===== src/rtl/uart_rx_pkg.sv =====
// ============================================================================
// Module      : uart_rx_pkg
// Description : Shared types, defaults and helpers for the UART RX sampler.
// Revision    : 1.0 - initial release
// ============================================================================
`default_nettype none

package uart_rx_pkg;

    localparam int c_DATA_BITS_DEFAULT   = 8;
    localparam int c_OVERSAMPLE_DEFAULT  = 16;
    localparam int c_SYNC_STAGES_DEFAULT = 2;

    typedef enum logic [2:0] {
        IDLE   = 3'd0,
        START  = 3'd1,
        DATA   = 3'd2,
        PARITY = 3'd3,
        STOP   = 3'd4
    } rx_state_t;

    function automatic logic maj3(input logic [2:0] v);
        return (v[0] & v[1]) | (v[0] & v[2]) | (v[1] & v[2]);
    endfunction

endpackage

`default_nettype wire


===== src/rtl/uart_rx_sampler_if.sv =====
// ============================================================================
// Module      : uart_rx_sampler_if
// Description : Received-word handshake and status bundle (UART_RX_PARITY_EN
//               adds parity_err).
// Revision    : 1.0 - initial release
// ============================================================================
`default_nettype none

interface uart_rx_sampler_if #(
    parameter int DATA_BITS = 8
);
    logic [DATA_BITS-1:0] rx_data;
    logic                 rx_valid;
    logic                 rx_ready;
    logic                 frame_err;
    logic                 overrun;
    logic                 busy;
`ifdef UART_RX_PARITY_EN
    logic                 parity_err;
`endif

    modport master (
        input  rx_ready,
        output rx_data,
        output rx_valid,
        output frame_err,
        output overrun,
        output busy
`ifdef UART_RX_PARITY_EN
        ,
        output parity_err
`endif
    );

    modport slave (
        output rx_ready,
        input  rx_data,
        input  rx_valid,
        input  frame_err,
        input  overrun,
        input  busy
`ifdef UART_RX_PARITY_EN
        ,
        input  parity_err
`endif
    );

endinterface

`default_nettype wire


===== src/rtl/uart_rx_sync.sv =====
// ============================================================================
// Module      : uart_rx_sync
// Description : rx line synchroniser and dds_clk rising-edge tick generator.
// Revision    : 1.0 - initial release
// ============================================================================
`default_nettype none

module uart_rx_sync #(
    parameter int SYNC_STAGES = 2
) (
    input  logic clk,
    input  logic rst,
    input  logic i_dds_clk,
    input  logic i_rx,
    output logic o_tick,
    output logic o_rx_s
);

    logic                   r_dds_clk_q;
    logic [SYNC_STAGES-1:0] r_sync;

    // dds_clk already lives in the clk domain, so only rx needs the flop chain
    always_ff @(posedge clk) begin
        if (rst) begin
            r_dds_clk_q <= 1'b0;
            r_sync      <= '1;
        end else begin
            r_dds_clk_q <= i_dds_clk;
            r_sync      <= {r_sync[SYNC_STAGES-2:0], i_rx};
        end
    end

    assign o_tick = i_dds_clk & ~r_dds_clk_q;
    assign o_rx_s = r_sync[SYNC_STAGES-1];

endmodule

`default_nettype wire


===== src/rtl/uart_rx_sampler.sv =====
// ============================================================================
// Module      : uart_rx_sampler
// Description : UART receive front end: start detection, mid-cell majority
//               vote, frame assembly and valid/ready output. Optional parity
//               checking is built when UART_RX_PARITY_EN is defined.
// Revision    : 1.0 - initial release
// ============================================================================
`default_nettype none

module uart_rx_sampler
    import uart_rx_pkg::*;
#(
    parameter int DATA_BITS   = c_DATA_BITS_DEFAULT,
    parameter int OVERSAMPLE  = c_OVERSAMPLE_DEFAULT,
    parameter int SYNC_STAGES = c_SYNC_STAGES_DEFAULT
`ifdef UART_RX_PARITY_EN
    ,
    parameter bit PARITY_ODD  = 1'b0
`endif
) (
    input  logic              clk,
    input  logic              rst,
    input  logic              dds_clk,
    input  logic              rx,
    uart_rx_sampler_if.master rx_if
);

    localparam int c_SW = $clog2(OVERSAMPLE);
    localparam int c_BW = $clog2(DATA_BITS);
    localparam int c_M  = OVERSAMPLE / 2;

    localparam logic [c_SW-1:0] c_SCNT_LAST    = c_SW'(OVERSAMPLE - 1);
    localparam logic [c_SW-1:0] c_SCNT_VOTE_LO = c_SW'(c_M - 1);
    localparam logic [c_SW-1:0] c_SCNT_VOTE_HI = c_SW'(c_M + 1);
    localparam logic [c_BW-1:0] c_BCNT_LAST    = c_BW'(DATA_BITS - 1);

    logic                 w_tick;
    logic                 w_rx_s;

    rx_state_t            r_state;
    rx_state_t            w_state_next;
    logic [c_SW-1:0]      r_scnt;
    logic [c_SW-1:0]      w_scnt_inc;
    logic [c_BW-1:0]      r_bcnt;
    logic [2:0]           r_vote;
    logic [2:0]           w_vote;
    logic [DATA_BITS-1:0] r_shift;
    logic [DATA_BITS-1:0] r_data;
    logic                 r_valid;
    logic                 r_frame_err;
    logic                 r_overrun;

    logic                 w_scnt_last;
    logic                 w_bcnt_last;
    logic                 w_vote_en;
    logic                 w_bit;
    logic                 w_busy;
    logic                 w_stop_dec;
    logic                 w_load;
    logic                 w_overrun;
    logic                 w_frame_err;

    uart_rx_sync #(
        .SYNC_STAGES (SYNC_STAGES)
    ) u_sync (
        .clk       (clk),
        .rst       (rst),
        .i_dds_clk (dds_clk),
        .i_rx      (rx),
        .o_tick    (w_tick),
        .o_rx_s    (w_rx_s)
    );

    assign w_scnt_last = (r_scnt == c_SCNT_LAST);
    assign w_bcnt_last = (r_bcnt == c_BCNT_LAST);
    assign w_scnt_inc  = w_scnt_last ? '0 : r_scnt + 1'b1;
    assign w_vote_en   = w_tick && (r_state != IDLE) &&
                         (r_scnt >= c_SCNT_VOTE_LO) && (r_scnt <= c_SCNT_VOTE_HI);
    // The STOP decision lands on the third vote tick, so vote on the updated set
    assign w_vote      = w_vote_en ? {r_vote[1:0], w_rx_s} : r_vote;
    assign w_bit       = maj3(w_vote);

    always_ff @(posedge clk) begin
        if (rst) begin
            r_state <= IDLE;
        end else begin
            r_state <= w_state_next;
        end
    end

    always_comb begin
        w_state_next = r_state;
        if (w_tick) begin
            case (r_state)
                IDLE: begin
                    if (!w_rx_s) begin
                        w_state_next = START;
                    end
                end
                START: begin
                    if (w_scnt_last) begin
                        w_state_next = w_bit ? IDLE : DATA;
                    end
                end
                DATA: begin
                    if (w_scnt_last && w_bcnt_last) begin
`ifdef UART_RX_PARITY_EN
                        w_state_next = PARITY;
`else
                        w_state_next = STOP;
`endif
                    end
                end
`ifdef UART_RX_PARITY_EN
                PARITY: begin
                    if (w_scnt_last) begin
                        w_state_next = STOP;
                    end
                end
`endif
                STOP: begin
                    if (r_scnt == c_SCNT_VOTE_HI) begin
                        w_state_next = IDLE;
                    end
                end
                default: begin
                    w_state_next = IDLE;
                end
            endcase
        end
    end

    always_comb begin
        w_busy      = 1'b0;
        w_stop_dec  = 1'b0;
        w_load      = 1'b0;
        w_overrun   = 1'b0;
        w_frame_err = 1'b0;

        w_busy      = (r_state != IDLE);
        w_stop_dec  = w_tick && (r_state == STOP) && (r_scnt == c_SCNT_VOTE_HI);
        // A same-cycle accept frees the holding register, so the load wins
        w_load      = w_stop_dec && w_bit && (!r_valid || rx_if.rx_ready);
        w_overrun   = w_stop_dec && w_bit && r_valid && !rx_if.rx_ready;
        w_frame_err = w_stop_dec && !w_bit;
    end

    always_ff @(posedge clk) begin
        if (rst) begin
            r_scnt      <= '0;
            r_bcnt      <= '0;
            r_vote      <= '0;
            r_shift     <= '0;
            r_data      <= '0;
            r_valid     <= 1'b0;
            r_frame_err <= 1'b0;
            r_overrun   <= 1'b0;
        end else begin
            r_frame_err <= w_frame_err;
            r_overrun   <= w_overrun;

            if (w_load) begin
                r_data  <= r_shift;
                r_valid <= 1'b1;
            end else if (r_valid && rx_if.rx_ready) begin
                r_valid <= 1'b0;
            end

            if (w_tick) begin
                r_vote <= w_vote;
                case (r_state)
                    IDLE: begin
                        r_scnt <= '0;
                        r_bcnt <= '0;
                    end
                    STOP: begin
                        r_scnt <= w_stop_dec ? '0 : w_scnt_inc;
                    end
                    default: begin
                        r_scnt <= w_scnt_inc;
                    end
                endcase

                if ((r_state == DATA) && w_scnt_last) begin
                    r_shift <= {w_bit, r_shift[DATA_BITS-1:1]};
                    r_bcnt  <= w_bcnt_last ? '0 : r_bcnt + 1'b1;
                end
            end
        end
    end

`ifdef UART_RX_PARITY_EN
    logic r_par;
    logic r_parity_err;

    always_ff @(posedge clk) begin
        if (rst) begin
            r_par        <= 1'b0;
            r_parity_err <= 1'b0;
        end else begin
            if (w_tick && (r_state == PARITY) && w_scnt_last) begin
                r_par <= w_bit;
            end
            r_parity_err <= w_stop_dec && ((^r_shift ^ r_par) != PARITY_ODD);
        end
    end

    assign rx_if.parity_err = r_parity_err;
`endif

    assign rx_if.rx_data   = r_data;
    assign rx_if.rx_valid  = r_valid;
    assign rx_if.frame_err = r_frame_err;
    assign rx_if.overrun   = r_overrun;
    assign rx_if.busy      = w_busy;

endmodule

`default_nettype wire


===== src/flat_wrapper.sv =====
// flat-port wrapper written by rule: the top's interface ports become plain ports
module uart_rx_sampler_flat import uart_rx_pkg::*;
#(
    parameter int DATA_BITS   = c_DATA_BITS_DEFAULT,
    parameter int OVERSAMPLE  = c_OVERSAMPLE_DEFAULT,
    parameter int SYNC_STAGES = c_SYNC_STAGES_DEFAULT

)
  (clk, rst, dds_clk, rx, rx_if_rx_ready, rx_if_rx_data, rx_if_rx_valid, rx_if_frame_err, rx_if_overrun, rx_if_busy);
  uart_rx_sampler_if #(.DATA_BITS(DATA_BITS)) rx_if_i ();
  input  logic clk;
  input  logic rst;
  input  logic dds_clk;
  input  logic rx;
  input wire logic [$bits(rx_if_i.rx_ready)-1:0] rx_if_rx_ready;
  output wire logic [$bits(rx_if_i.rx_data)-1:0] rx_if_rx_data;
  output wire logic [$bits(rx_if_i.rx_valid)-1:0] rx_if_rx_valid;
  output wire logic [$bits(rx_if_i.frame_err)-1:0] rx_if_frame_err;
  output wire logic [$bits(rx_if_i.overrun)-1:0] rx_if_overrun;
  output wire logic [$bits(rx_if_i.busy)-1:0] rx_if_busy;
  assign rx_if_i.rx_ready = rx_if_rx_ready;
  assign rx_if_rx_data = rx_if_i.rx_data;
  assign rx_if_rx_valid = rx_if_i.rx_valid;
  assign rx_if_frame_err = rx_if_i.frame_err;
  assign rx_if_overrun = rx_if_i.overrun;
  assign rx_if_busy = rx_if_i.busy;
  uart_rx_sampler #(.DATA_BITS(DATA_BITS), .OVERSAMPLE(OVERSAMPLE), .SYNC_STAGES(SYNC_STAGES)) u_core (.clk(clk), .rst(rst), .dds_clk(dds_clk), .rx(rx), .rx_if(rx_if_i));
endmodule

===== config.mk =====
export PLATFORM = sky130hd
export DESIGN_NAME = uart_rx_sampler_flat
export DESIGN_NICKNAME = d
export VERILOG_FILES = /design/src/rtl/uart_rx_pkg.sv /design/src/rtl/uart_rx_sampler_if.sv /design/src/rtl/uart_rx_sync.sv /design/src/rtl/uart_rx_sampler.sv /design/src/flat_wrapper.sv
export SDC_FILE = /design/constraint.sdc
export NUM_CORES = 1
export LEC_CHECK = 0
export ABC_AREA = 0
export CORE_UTILIZATION = 35
export DETAILED_ROUTE_END_ITERATION = 7
export GPL_TIMING_DRIVEN = 0
export PLACE_DENSITY_LB_ADDON = 0.05
export SLEW_MARGIN = 0
export SYNTH_ARGS = -nofsm -noshare
export SYNTH_HDL_FRONTEND = slang
export SYNTH_SLANG_ARGS = --single-unit

===== constraint.sdc =====
create_clock -name clk -period 1.7 [get_ports clk]
set_input_delay 0.255 -clock clk [delete_from_list [all_inputs] [get_ports clk]]
set_output_delay 0.255 -clock clk [all_outputs]
set_load 0.05 [all_outputs]

== Word-level counts from Yosys, hierarchy flattened ==
Index checks and enable logic that the tools add are counted.

* Register bits: 35
* Input bits: 5
* Output and inout port bits: 12
* Word-level logic and storage cells: 71

* Add/subtract/negate cells: 2
* Order comparisons: 2
* Equality and inequality tests: 10
* Muxes and demuxes: 15
* Bitwise logic cells: 7
* Reduce and logical (&&, ||, !) cells: 24

{| class="wikitable"
|+ Operators with widths
! kind !! number
|-
| 3-bit two-way mux || 8
|-
| 1-bit logical AND || 13
|-
| 3-bit one-hot mux with 4 select lines || 1
|-
| 4-bit equality test (second input constant) || 2
|-
| 4-bit two-way mux || 2
|-
| 4-bit one-hot mux with 2 select lines || 1
|-
| 3-bit equality test (second input constant) || 2
|-
| 2-bit by 1-bit inequality test with 1-bit output (second input constant) || 3
|-
| 5-bit AND reduction || 1
|-
| 4-bit by 1-bit adder with 4-bit output (second input constant) || 1
|-
| 1-bit bitwise AND || 4
|-
| 4-bit by 3-bit >= comparator with 1-bit output (second input constant) || 1
|-
| 4-bit less-or-equal comparator (second input constant) || 1
|-
| 2-bit AND reduction || 2
|-
| 2-bit nonzero test || 2
|-
| 3-bit by 1-bit adder with 3-bit output (second input constant) || 1
|-
| 3-bit by 1-bit equality test with 1-bit output (second input constant) || 1
|-
| 3-bit by 2-bit equality test with 1-bit output (second input constant) || 1
|-
| 1-bit logical NOT || 3
|-
| 3-bit logical NOT || 1
|-
| 3-bit nonzero test || 1
|-
| 1-bit two-way mux || 2
|-
| 2-bit two-way mux || 1
|-
| 2-bit inequality test (second input constant) || 1
|-
| 3 further kinds || 4
|}

== Logic depth before layout (Yosys ltp) ==
Gate-level depths: netlist (run 1).

* Depth in word-level cells: 12
* Depth in mapped cells: 9
* Mapped depth without buffers: 8

== By module ==
Synthesis (run 1) repeated with hierarchy kept, for this count alone.

* Cell total of the unflattened synthesis: 161
* Area total of the unflattened synthesis: 1,602.8 um^2

{| class="wikitable"
|+ By module, submodules not included
! module !! times used !! cells an instance !! area each (um^2) !! sequential area each (um^2)
|-
| uart_rx_sampler || 1 || 154 || 1,515.2 || 640.6
|-
| uart_rx_sync || 1 || 7 || 87.6 || 60.1
|}

== Worst setup path after synthesis (run 1) ==
OpenSTA, ideal clock, no wires.

* Kind: register -> register
* From: register u_core.r_scnt[0]
* To: register u_core.r_state[1]
* Setup time: 0.070 ns
* Arrival: 1.697 ns
* Required time: 1.630 ns
* Slack: -0.067 ns
* Stages on the path, launching flop included: 8
* Buffers on the path: 0
* Clock period less this slack: 1.767 ns
* Cell sequence: dfxtp_1 -> ha_1 -> and3_1 -> nand2_1 -> o211ai_1 -> nand4_1 -> a2111o_1 -> a21oi_1

* Longest elaborated chain between the ends: 10
* Elaborated cells on any way between the ends: 20
* Those cells by class: order compare: 2; eq/ne: 5; mux: 4; bitwise: 5; reduce/logical: 4

{| class="wikitable"
|+ RTL lines
! element !! RTL line !! source
|-
| start: declaration || uart_rx_sampler.sv:42 || <nowiki>logic [c_SW-1:0] r_scnt;</nowiki>
|-
| start signal: assignment || uart_rx_sampler.sv:177 || <nowiki>r_scnt <= w_stop_dec ? '0 : w_scnt_inc;</nowiki>
|-
| start signal: assignment || uart_rx_sampler.sv:180 || <nowiki>r_scnt <= w_scnt_inc;</nowiki>
|-
| 4-bit by 3-bit >= comparator with 1-bit output || uart_rx_sampler.sv:78 || <nowiki>(r_scnt >= c_SCNT_VOTE_LO) && (r_scnt <= c_SCNT_VOTE_HI);</nowiki>
|-
| 1-bit logical AND || uart_rx_sampler.sv:77 || <nowiki>assign w_vote_en = w_tick && (r_state != IDLE) &&</nowiki>
|-
| 1-bit logical AND || uart_rx_sampler.sv:78 ||
|-
| 3-bit two-way mux || uart_rx_sampler.sv:80 || <nowiki>assign w_vote = w_vote_en ? {r_vote[1:0], w_rx_s} : r_vote;</nowiki>
|-
| 1-bit bitwise AND || uart_rx_pkg.sv:23 || <nowiki>return (v[0] & v[1]) | (v[0] & v[2]) | (v[1] & v[2]);</nowiki>
|-
| 1-bit bitwise OR (2 in series) || uart_rx_pkg.sv:23 ||
|-
| 2-bit two-way mux || uart_rx_sampler.sv:102 || <nowiki>w_state_next = w_bit ? IDLE : DATA;</nowiki>
|-
| 3-bit two-way mux || uart_rx_sampler.sv:101 || <nowiki>if (w_scnt_last) begin</nowiki>
|-
| 3-bit one-hot mux with 4 select lines || uart_rx_sampler.sv:94 || <nowiki>case (r_state)</nowiki>
|-
| end signal: assignment || uart_rx_sampler.sv:87 || <nowiki>r_state <= w_state_next;</nowiki>
|-
| end: declaration || uart_rx_sampler.sv:40 || <nowiki>rx_state_t r_state;</nowiki>
|}

Several ways; a longest one is shown, not always the timed one. The select of a mux whose other input is x is not followed.
A chain may end at the register's enable or synchronous reset.

== Worst setup path after layout (run 1) ==
* From: register u_core.r_scnt[1]
* To: register u_core.r_scnt[2]

* Longest elaborated chain between the ends: 4
* Elaborated cells on any way between the ends: 7
* Those cells by class: add/sub: 1; eq/ne: 2; mux: 3; reduce/logical: 1

{| class="wikitable"
|+ RTL lines
! element !! RTL line !! source
|-
| 4-bit by 1-bit adder with 4-bit output (tied with other cells) || uart_rx_sampler.sv:76 || <nowiki>assign w_scnt_inc = w_scnt_last ? '0 : r_scnt + 1'b1;</nowiki>
|-
| 4-bit two-way mux / 1-bit logical AND (equally long branches) || uart_rx_sampler.sv:76, uart_rx_sampler.sv:141 ||
|-
| 4-bit two-way mux || uart_rx_sampler.sv:177 ||
|-
| 4-bit one-hot mux with 2 select lines (*) || uart_rx_sampler.sv:171 || <nowiki>case (r_state)</nowiki>
|}

Mark *: on every way between the ends. The rest lies on a longest branch, timed or not.

==> results of run 1 <==
-- worst max-delay path, stage by stage, from the launching register on --
cell,delay [ns]
dfxtp_2,0.35
inv_2,0.05
ha_4,0.15
and3b_2,0.23
nand2_2,0.09
a211oi_4,0.07
or4b_2,0.63
a21oi_1,0.13
-- stage by stage --
stage          util, %  area, um^2  power [mW]
2_1_floorplan        -        1574      0.8834
3_3_place_gp     43.12        1787      0.9056
3_5_place_dp     43.12        1787      0.9071
4_1_cts          51.24        2123       1.803
5_1_grt          54.92        2276       1.850
6_report         54.92        2276       1.792
-- timing repair --
action	4_1_cts	5_1_grt
setup endpoints to repair	25	38
gates cloned	0	0
hold buffers	0	0
hold endpoints to repair	0	0
pin swaps	14	12
resized for setup	41	41
setup buffers	9	4
-- cells by family (layout without fill, tap and decap cells) --
| kind of cell | count (synthesis) | after routing | share of synthesized area [%] |
|---|---|---|---|
| AO/OA/AOI/OAI | 51 | 51 | 19.71 |
| adder cells (fa/ha/maj) | 5 | 5 | 4.006 |
| buffers and inverters | 15 | 50 | 4.326 |
| flip-flops | 35 | 35 | 44.87 |
| multiplexers | 2 | 2 | 1.282 |
| AND/OR/NAND/NOR | 79 | 79 | 25.80 |
-- final cells by class --
type | instances | area (um^2) | share of cell area [%]
multi-input cells | 137 | 1003 | 44.09
flip-flops and latches | 35 | 711.9 | 31.28
repair buffers | 28 | 285.3 | 12.53
clock buffers | 6 | 72.57 | 3.189
well taps | 50 | 62.56 | 2.749
clock inverters | 2 | 60.06 | 2.639
plain buffers | 9 | 58.81 | 2.584
inverters | 5 | 21.27 | 0.9346
-- sequential cells by signal, indices dropped and copies added (netlist names) --
| name | cells |
|---|---|
| u_core.r_bcnt | 3 |
| u_core.rx_if.frame_err | 1 |
| u_core.r_vote | 3 |
| u_core.r_shift | 8 |
| u_core.u_sync.r_dds_clk_q | 1 |
| u_core.r_state | 3 |
| u_core.rx_if.overrun | 1 |
| u_core.u_sync.r_sync | 2 |
| u_core.r_scnt | 4 |
| u_core.rx_if.rx_data | 8 |
| u_core.rx_if.rx_valid | 1 |
-- worst max-delay path by stage --
stage	endpoint	depth (start not counted)
final	u_core.r_scnt[2]	7
after floorplan	u_core.rx_if.rx_data[5]	9
after detailed placement	u_core.rx_if.rx_data[4]	8
after global placement	u_core.rx_if.rx_data[5]	8
after CTS	u_core.r_scnt[2]	7
after global routing	u_core.r_state[1]	9
-- Yosys cell counts, types with 2 or more instances --
cell       n  area share (%)
ha_1       5             4.0
o211ai_1   2            0.96
clkbuf_1   5             1.2
and2_1     2            0.80
nand2b_1   4             1.6
a31o_2     2             1.1
and3_1     3             1.2
nor3_1     4             1.3
nand3_1   12             3.8
nor2b_1    3             1.2
dfxtp_1   35              45
mux2i_1    2             1.3
nor3b_1    2            0.96
nor2_1    11             2.6
o21ai_0   10             3.2
inv_1      4            0.96
buf_2      3            0.96
nand4_1    2            0.80
nand2_1   28             6.7
a211oi_1   2            0.96
a21oi_1   26             8.3
or2_2      2            0.80
-- where the power goes --
part / switching, mW / internal (mW) / total (mW)
clock: 0.301 / 0.586 / 0.887
combinational: 0.0462 / 0.0332 / 0.0794
sequential: 0.00340 / 0.821 / 0.825
total: 0.351 / 1.44 / 1.79
-- layer usage --
layer	part of all wire (%)	routed length, um	track usage (%)	up-vias
met5	0	0	0	-
met2	46	1758	29.53	23
met4	1.8	70	8.673	0
met3	3.2	121	4.112	7
li1	-	-	-	722
met1	49	1851	24.38	673
==> results_dict.tcl, run 1 <==
set metrics [dict create \
    rrSetupSlack_ns -0.08 \
    outcome "complete, but fails checks" \
    max_freq_mhz 562.4 \
    syn_inst 187 \
    antenna_cells 0 \
    grt_usage_pct 18.78 \
    final_cells 272 \
    die_h_um 68.80 \
    synth_seq_area_share_pct 44.87 \
    min_period_ns 1.778 \
    die_area_um2 4733 \
    required_ns 1.92 \
    hold_path_class "primary input to flop" \
    final_cell_mix "dfxtp_1, nand2_1, a21oi_1" \
    crit_arrival_ns 1.99 \
    path_clk_slew_ns 0.06 \
    worst_slew_pin_slew_ns 0.6031 \
    finalSetupTns_ns -0.3985 \
    grt_pass1_vias 1358 \
    num_rows 23 \
    drive_gt1_share_pct 36.49 \
    final_common_cell "dfxtp_1" \
    grt_max_degree 12 \
    rr_worst_depth 7 \
    yosysWarnings 0 \
    pre_cts_slack_ns -0.6564 \
    antenna_found_initial 0 \
    cts.sinks 35 \
    setup.worst_path.start_class "flop" \
    drc 0 \
    path_max_fanout 5 \
    setup_viol 13 \
    io_pins 17 \
    power_density_nw_per_um2 787.2 \
    violations "negative setup slack" \
    rsz0062_at_grt "true" \
    synth_fp_nets 197 \
    syn_area_um2 1561 \
    viasPerCell 5.239 \
    start_util_pct 37.68 \
    yosysUniqueCellTypes 40 \
    finalCritPeriodShare_pct 104.6 \
    ys_seq_elements 35 \
    die_x_um 68.80 \
    cts_tree "yes" \
    fin_ws_ns -0.07813 \
    rr_endpoint "u_core.r_scnt[2]" \
    drv_slew 0 \
    dpl.cell_count 252 \
    cts_made_buffers 5 \
    place.gp.congestion 0.8271 \
    clk_path_buf_depth 2 \
    drv_cap 0 \
    grt_pass1_wl_um 6327 \
    dp_hpwl_um 2579 \
    ys.flop_type "dfxtp_1" \
    numPortBuffers 15 \
    vdd_ir_drop_max_mv 0.5420 \
    drt_iter0_markers 60 \
    synth_enable_flop_cells 0 \
    grt_overflow_total 0 \
    clk-insertion-delay-late_ns 0.29 \
    wl_per_cell_um 13.98 \
    leakagePower_nw 0.9929 \
    final_nets 231 \
    slew_headroom_pct 59.79 \
    hold_path_depth 2 \
    r2r_start "u_core.r_scnt[1]" \
    critPathLaunch "u_core.r_scnt[1]" \
    num_vias 1425 \
    coreArea_um2 4144 \
    end_kind "flop" \
    worst_hold_path.endpoint "u_core.u_sync.r_dds_clk_q" \
    holdCritStartpoint "rst" \
    fill_cells 376 \
    cts_max_level 2 \
    ys_async_sr_fraction_pct 0 \
    firstDrtPassIters 4 \
    hold_slack_ns 0.2990 \
    root_buffer "clkbuf_8" \
    area_growth_pct 45.75 \
    postSynthAreaPerCell_um2 8.350 \
    finalClockSkew_ns 0.009334 \
    postRouteAntennaNets 0 \
    critical_path_class "flop to flop" \
    wirelength_um 3802 \
    finalHoldViolations 0 \
]
Power figures use the tool's default switching activity.
==> run 2, diff against run 1 <==
Settings changed: CORE_UTILIZATION 35 to 40, PLACE_DENSITY from default to 0.72, PLACE_DENSITY_LB_ADDON 0.05 to default.
==> run 2 against run 1 <==
The flow still finishes with violations (negative setup slack). Final cell count down 1.5%. Fmax down 0.82%. Hold slack worse by 0.034 ns. Sequential share of layout area up 0.30 points. Utilization up 5.8 points. Largest cell class unchanged.
==> results_dict.tcl, run 2 (synthesized netlist as in run 1, its figures left out) <==
set metrics [dict create \
    hold_path_class "primary input to flop" \
    holdCritStartpoint "dds_clk" \
    place.gp.congestion 0.7538 \
    drv_slew 0 \
    fin_ws_ns -0.09290 \
    min_period_ns 1.793 \
    antenna_cells 0 \
    die_x_um 64.48 \
    num_vias 1427 \
    required_ns 1.92 \
    combinationalPowerShare_pct 4.9 \
    drv_cap 0 \
    totalPowerFinal_mw 1.689 \
    utilization_pct 60.67 \
    internal_power_mw 1.332 \
    clk-insertion-delay-late_ns 0.29 \
    final_common_cell "dfxtp_1" \
    net-switching-power_mw 0.3571 \
    hold_slack_ns 0.2645 \
    drt_iter0_markers 94 \
    crit_arrival_ns 2.02 \
    finalHoldViolations 0 \
    placed_cell_area_um2 1784 \
    cts_made_buffers 5 \
    swShare_pct 21.14 \
    firstDrtPassIters 4 \
    postRouteAntennaNets 0 \
    grt_usage_pct 17.49 \
    power_density_nw_per_um2 749.0 \
    worst_slew_pin_slew_ns 0.5600 \
    outcome "complete, but fails checks" \
    antenna_found_initial 0 \
    finalClockSkew_ns 0.01179 \
    wirelength_um 3475 \
    dp_hpwl_um 2179 \
    final_nets 229 \
    critPathLaunch "u_core.r_scnt[1]" \
    design_area_um2 2255 \
    start_util_pct 42.02 \
    die_area_um2 4158 \
    wl_per_cell_um 12.97 \
    critical_path_class "flop to flop" \
    cts.sinks 35 \
    numPortBuffers 15 \
    num_rows 22 \
    path_clk_slew_ns 0.07 \
    fill_cells 305 \
    drive_gt1_share_pct 35.00 \
    grt_pass1_vias 1236 \
    p_clk_share_pct 46.3 \
    grt_max_degree 12 \
    r2r_start "u_core.r_scnt[1]" \
    cts_tree "yes" \
    end_kind "flop" \
    setup.worst_path.start_class "flop" \
    cts_max_level 2 \
    slew_headroom_pct 62.67 \
    grt_pass1_wl_um 5630 \
    path_max_fanout 5 \
    seq_power_share_pct 48.8 \
    drc 0 \
    final_cell_mix "dfxtp_1, nand2_1, a21oi_1, nor2_1, buf_4" \
    area_growth_pct 44.39 \
    setup_viol 14 \
    max_freq_mhz 557.8 \
    root_buffer "clkbuf_8" \
    viasPerCell 5.325 \
    finalCritPeriodShare_pct 105.5 \
    leakagePower_nw 0.9364 \
    violations "negative setup slack" \
    io_pins 17 \
    clk_path_buf_depth 2 \
    vdd_ir_drop_max_mv 0.4549 \
    die_h_um 64.48 \
    coreArea_um2 3716 \
    grt_overflow_total 0 \
    rsz0062_at_grt "true" \
]
run 2: cell count changes in the layout (fill, tap and decap cells not counted), moves of 2 or more:
| cell | delta |
|---|---|
| a21oi_1 | +2 |
| buf_2 | -2 |
| buf_6 | -2 |
| clkdlybuf4s50_1 | +2 |
| dlymetal6s2s_1 | -2 |
run 2: worst max-delay path, stage by stage (launching register included):
cell and delay, ns:
dfxtp_4 0.38, inv_4 0.04, ha_4 0.15, and3b_2 0.22, buf_4 0.14, nand2_4 0.05
a211oi_4 0.07, or4b_4 0.54, a21oi_2 0.12
run 2: metrics by stage:
| stage | cells | setup slack [ns] | TNS, ns |
|---|---|---|---|
| detailed placement | 250 | -0.6683 | -12.87 |
| CTS | 265 | -0.06185 | -0.3629 |
| finish | 268 | -0.09290 | -0.7650 |
| floorplan | 187 | -0.02344 | -0.09997 |
| global route | 268 | -0.1687 | -2.233 |
| global placement | 250 | -0.5907 | -10.25 |
run 2: power by group through the flow:
stage          Combinational, mW  Sequential, mW  Clock, mW
2_1_floorplan             0.0386           0.845          0
3_3_place_gp              0.0587           0.845          0
3_5_place_dp              0.0595           0.846          0
4_1_cts                   0.0769           0.826      0.790
5_1_grt                   0.0890           0.825      0.824
6_report                  0.0819           0.825      0.782
run 2: final cells by class:
| type | instances | area, um^2 | area share, % |
|---|---|---|---|
| sequential | 35 | 711.9 | 31.58 |
| clock buffer | 6 | 82.58 | 3.663 |
| tap | 48 | 60.06 | 2.664 |
| multi-input combinational | 137 | 1011 | 44.84 |
| timing repair buffer | 26 | 267.8 | 11.88 |
| buffer | 9 | 62.56 | 2.775 |
| clock inverter | 2 | 35.03 | 1.554 |
| inverter | 5 | 23.77 | 1.054 |
run 2: routing by layer:
metal | GRT usage, % | up-vias | part of all wire (%)
li1 | - | 722 | -
met1 | 20.96 | 666 | 46
met2 | 29.34 | 32 | 48
met3 | 5.106 | 7 | 4.5
met4 | 6.667 | 0 | 1.5
met5 | 0 | - | 0
run 2: worst paths after layout:
| check | cells past startpoint | to | slack (ns) |
|---|---|---|---|
| setup / recovery | 8 | u_core.r_scnt[2] | -0.09 |
| hold / removal | 2 | u_core.u_sync.r_dds_clk_q | 0.26 |
| setup reg to reg | 8 | u_core.r_scnt[2] | -0.09 |
| hold reg to reg | 1 | u_core.u_sync.r_sync[1] | 0.42 |
run 2: timing repair:
action | CTS | global route
hold buffers | 0 | 0
endpoints found under the setup margin | 25 | 30
gates resized for setup | 43 | 34
buffers inserted | 8 | 3
pin swaps | 23 | 13
